### config.mk
export PLATFORM = sky130hd
export DESIGN_NAME = mem_bus_arbiter
export DESIGN_NICKNAME = d
export VERILOG_FILES = /design/src/rtl/mem_bus_arbiter.sv
export SDC_FILE = /design/constraint.sdc
export NUM_CORES = 1
export LEC_CHECK = 0
export CORE_UTILIZATION = 35
export CTS_BUF_LIST = sky130_fd_sc_hd__clkbuf_8
export CTS_CLUSTER_SIZE = 40
export DETAILED_ROUTE_END_ITERATION = 8
export PLACE_DENSITY_LB_ADDON = 0.05
export REMOVE_ABC_BUFFERS = 1
export SLEW_MARGIN = 10
export SYNTH_ARGS = -nofsm -noshare
export SYNTH_HDL_FRONTEND = slang
export SYNTH_SLANG_ARGS = --single-unit
### constraint.sdc
create_clock -name clk -period 4.85 [get_ports clk]
set_input_delay 0.7275 -clock clk [delete_from_list [all_inputs] [get_ports clk]]
set_output_delay 0.7275 -clock clk [all_outputs]
set_load 0.02 [all_outputs]
### src/rtl/mem_bus_arbiter.sv
// mem_bus_arbiter: two-requester round-robin arbiter in front of a single memory port
module mem_bus_arbiter #(
  parameter int TIMEOUT = 16
) (
  input  logic        clk,
  input  logic        reset,
  input  logic        req0,
  input  logic        req1,
  input  logic [31:0] addr0,
  input  logic [31:0] addr1,
  input  logic [31:0] wdata0,
  input  logic [31:0] wdata1,
  input  logic        we0,
  input  logic        we1,
  input  logic [3:0]  mask0,
  input  logic [3:0]  mask1,
  output logic        gnt0,
  output logic        gnt1,
  output logic        done0,
  output logic        done1,
  output logic        err0,
  output logic        err1,
  output logic [31:0] rdata0,
  output logic [31:0] rdata1,
  output logic        mem_en,
  output logic        mem_we,
  output logic [31:0] mem_addr,
  output logic [31:0] mem_wdata,
  output logic [3:0]  mem_mask,
  input  logic [31:0] mem_rdata,
  input  logic        mem_ready
);
  localparam int CW = (TIMEOUT > 0) ? $clog2(TIMEOUT + 1) : 1;
  typedef enum logic [1:0] {IDLE, BUSY, DONE} state_t;
  state_t state, state_n;
  logic owner, last_served, win, start, finish, timeout, err_q, busy, own;
  logic [CW-1:0] cnt;
  logic [31:0] l_addr, l_wdata;
  logic [3:0] l_mask;
  logic l_we;
  assign win = (req0 && req1) ? ~last_served : req1;
  assign start = (state == IDLE) && (req0 || req1);
  assign timeout = (TIMEOUT != 0) && !mem_ready && (cnt == CW'(TIMEOUT - 1));
  assign finish = (state == BUSY) && (mem_ready || timeout);
  // state register
  always_ff @(posedge clk or posedge reset)
    if (reset) state <= IDLE;
    else state <= state_n;
  // next state and bus outputs decoded from the current state and owner
  always_comb begin
    state_n = state;
    if (start) state_n = BUSY;
    else if (finish) state_n = DONE;
    else if (state == DONE) state_n = IDLE;
    busy = state == BUSY;
    own = state != IDLE;
    gnt0 = own && !owner;
    gnt1 = own && owner;
    done0 = (state == DONE) && !owner;
    done1 = (state == DONE) && owner;
    err0 = done0 && err_q;
    err1 = done1 && err_q;
    mem_en = busy;
    mem_we = busy && l_we;
    mem_addr = busy ? l_addr : '0;
    mem_wdata = busy ? l_wdata : '0;
    mem_mask = busy ? l_mask : '0;
  end
  // latch the winner and its request fields at the grant edge
  always_ff @(posedge clk or posedge reset)
    if (reset) begin
      owner <= 1'b0;
      last_served <= 1'b1;
      l_addr <= '0;
      l_wdata <= '0;
      l_we <= 1'b0;
      l_mask <= '0;
    end else if (start) begin
      owner <= win;
      last_served <= win;
      l_addr <= win ? addr1 : addr0;
      l_wdata <= win ? wdata1 : wdata0;
      l_we <= win ? we1 : we0;
      l_mask <= win ? mask1 : mask0;
    end
  // count BUSY cycles spent waiting for mem_ready
  always_ff @(posedge clk or posedge reset)
    if (reset) cnt <= '0;
    else if (start) cnt <= '0;
    else if (busy && !mem_ready) cnt <= cnt + 1'b1;
  // capture completion status and read data for the owner
  always_ff @(posedge clk or posedge reset)
    if (reset) begin
      err_q <= 1'b0;
      rdata0 <= '0;
      rdata1 <= '0;
    end else if (finish) begin
      err_q <= !mem_ready;
      if (owner) rdata1 <= mem_ready ? mem_rdata : '0;
      else rdata0 <= mem_ready ? mem_rdata : '0;
    end
endmodule

==> impl_metrics.toml <==
[outcome]
run_status = "finished clean"

[placement]
pre_cts_slack_ns = 1.727
placed_area_um2 = 10310
placement.io_buffers = 314
hpwl_after_detailed_placement_um = 15610
routabilityCongestion = 0.8157

[worst_hold_path]
hold_path_end = "cnt[3]$_DFFE_PP0P_"
worstHoldPathType = "register to register"
worstHoldPathCells = 1
hp-start = "cnt[3]$_DFFE_PP0P_"

[run]
cap_viol_max_count = 0

[logic_synthesis]
synth_top_family_by_area = "compound AO/OA/AOI/OAI gates"
netlist_top_cells_count = "sky130_fd_sc_hd__dfrtp_1 (142), sky130_fd_sc_hd__and2_1 (104), sky130_fd_sc_hd__nand2_1 (70), sky130_fd_sc_hd__a211oi_1 (69), sky130_fd_sc_hd__a2bb2oi_1 (69)"
synth-compound-area-share_pct = 17.22
main_synth_ff_type = "sky130_fd_sc_hd__dfrtp_1"
synthDistinctLibCells = 40
seq_area_frac_synth_pct = 50.89
ys_seq_elements = 143
synth_simple_gate_area_share_pct = 14.91
post_synth_main_area_contributors = "sky130_fd_sc_hd__dfrtp_1 (51%), sky130_fd_sc_hd__and2_1 (9.2%), sky130_fd_sc_hd__a2bb2oi_1 (8.6%)"
ys.warnings.count = 0
synth.area.mux_share_pct = 12.13
async_reset_ff_share_pct = 100.0
synth.cell_area_um2 = 7034
avgSynthCellArea_um2 = 11.44
synth_area_leader_cell = "sky130_fd_sc_hd__dfrtp_1"
yosys.area.top_type_share_pct = 50.52
post_synth_inst_count = 615
yosys.cell_count.top_type = "sky130_fd_sc_hd__dfrtp_1"
post_synthesis_xor_xnor_area_fraction_pct = 0.1245
synth_fa_ha_area_share_pct = 0.3557
synth_edf_count = 0

[floorplanning]
floorplan.rows = 51
io_pins = 315
die_width_um = 143.8
initial_utilization_pct = 35.91
placeableCoreArea_um2 = 19590
die_area_um2 = 20670
die_height_um = 143.8

[critical_path]
timing_worst_setup_path_type = "register to primary output"
rr_endpoint = "rdata1[6]$_DFFE_PP0P_"
worst_r2r_startpoint = "state[1]$_DFFE_PP0P_"
r2r.worst_path.cells = 3
critical_path_arrival_ns = 2.84
cp_launch_type = "register"
cp.required_ns = 4.12
timing.reg2reg.setup_slack_ns = 1.91
critical_path.max_fanout = 74
endpoint_kind = "primary output"

[cts]
cts_root_buffer = "sky130_fd_sc_hd__clkbuf_8"
post_cts.repair.setup_buffers = 0
cts_made_buffers = 17
cts_tree = "yes"
insertion_delay_ns = 0.45
clock_sinks = 143
max-clock-path-buffers = 2
cts-htree-levels = 4
post_cts.resized_instances = 0
cts.clk_slew.worst_paths_ns = 0.09
holdBufCountCts = 0

[routing]
routed_wl_um = 22930
detail-route-antenna-nets = 0
vias_per_cell = 4.953
dr_total_vias = 5850
post_drt_wl_per_cell_um = 19.41
drt_drc_violations_left = 0
drtIter0Drc = 244
dr.pass1.iters = 6

[global_route]
global_route.overflow_total = 0
maximum_number_of_pins_on_one_net_before_global_route_repair = 81
grt_pass1_wl_um = 34950
grt_pass1_vias = 6143
antenna_found_initial = 1
grt.total_usage_pct = 22.56

[timing]
grt_setup_unrepaired = "false"
final.setup_skew_ns = 0.01087
final.period_utilization_pct = 73.47
final_max_slew_viol_count = 0
fmaxAchievable_mhz = 280.6
relative_slew_slack_pct = 24.44
final.setup.worst_slack_ns = 1.287
final_setup_fails = 0
setup-tns-final_ns = 0
final.min_clock_period_ns = 3.563
final_hold_viol_count = 0
max_slew.worst_pin.slew_ns = 1.133

[power]
p_per_area_nw_per_um2 = 645.6
ir_drop_mv = 0.2653
total_leakage_power_nw = 4.553

[cells_and_area]
synthToLayoutAreaGrowth_pct = 53.06
drive_gt1_share_pct = 12.47
final_cell_area_um2 = 10770
fin_nets = 1079
finish.utilization_pct = 54.96
==> through the flow <==
stage / hold WS, ns / power (mW) / std cells
after floorplan: 0.4344 / 4.184 / 559
after global placement: 0.4624 / 5.848 / 1148
after detailed placement: 0.4684 / 5.908 / 1148
after CTS: 0.4804 / 7.028 / 1179
after global routing: 0.5197 / 7.347 / 1180
final: 0.4848 / 6.951 / 1181
==> metal layers <==
layer / up-vias / routed length, um / global-route usage, % / part of all wire, %
met5: - / 0 / 0 / 0
met4: 0 / 677 / 10.36 / 3.0
met3: 38 / 1165 / 4.932 / 5.1
met2: 192 / 11430 / 38.20 / 50
met1: 2860 / 9652 / 27.33 / 42
li1: 2760 / - / - / -
==> report_power, final <==
group	internal (mW)	switching, mW
Combinational	1.96	1.82
Sequential	1.75	0.333
Clock	0.585	0.510
Total	4.29	2.66
==> critical path: stages (launching register included) <==
cell and delay, ns:
sky130_fd_sc_hd__dfrtp_1 0.46, sky130_fd_sc_hd__and2b_2 0.98, sky130_fd_sc_hd__and2_1 0.25, sky130_fd_sc_hd__clkdlybuf4s50_1 0.64
==> layout by cell type, fill, tap and decap left out, drive strengths merged, types with 7 or more instances in the layout <==
| master | count |
|---|---|
| nand2 | 70 |
| clkdlybuf4s50 | 314 |
| and2 | 104 |
| a211oi | 69 |
| nor2 | 7 |
| inv | 10 |
| a2bb2oi | 69 |
| buf | 10 |
| dfrtp | 142 |
| mux2 | 64 |
| clkbuf | 18 |
==> kinds of logic (layout without fill, tap and decap cells) <==
family,after synthesis,after routing
xor gates and xnor gates,1,1
muxes,66,66
AOI/OAI and AO/OA,152,152
buffers and inverters,60,359
other,0,2
DFF,143,143
adders and majority gates,2,2
and+or+nand+nor,191,191
==> flip-flops by register name, summed over array words and instances, names as in the netlist <==
signal	count
l_wdata	32
err_q	1
rdata1	32
cnt	5
owner	1
last_served	1
rdata0	32
l_we	1
l_mask	4
state	2
l_addr	32
==> cell type report <==
class / count / area, um2
fillers: 1766 / 8823
flip-flops and latches: 143 / 3580
repair buffers: 324 / 3218
multi-input cells: 412 / 3164
well taps: 265 / 331.6
clock buffers: 18 / 247.7
clock inverters: 13 / 200.2
inverters: 4 / 20.02
diodes: 2 / 5.005
==> worst max-delay path by stage <==
| stage | slack (ns) | start | end | cells past startpoint |
|---|---|---|---|---|
| 3_5_place_dp | 1.73 | state[1]$_DFFE_PP0P_ | mem_wdata[1] | 3 |
| 4_1_cts | 1.20 | state[1]$_DFFE_PP0P_ | mem_wdata[1] | 3 |
| 2_1_floorplan | 0.29 | reset | cnt[0]$_DFFE_PP0P_ | 1 |
| 5_1_grt | 1.09 | state[1]$_DFFE_PP0P_ | mem_addr[13] | 3 |
| 3_3_place_gp | 1.78 | state[1]$_DFFE_PP0P_ | mem_wdata[1] | 3 |
| 6_report | 1.29 | state[1]$_DFFE_PP0P_ | mem_wdata[1] | 3 |
Power figures use the tool's default switching activity.
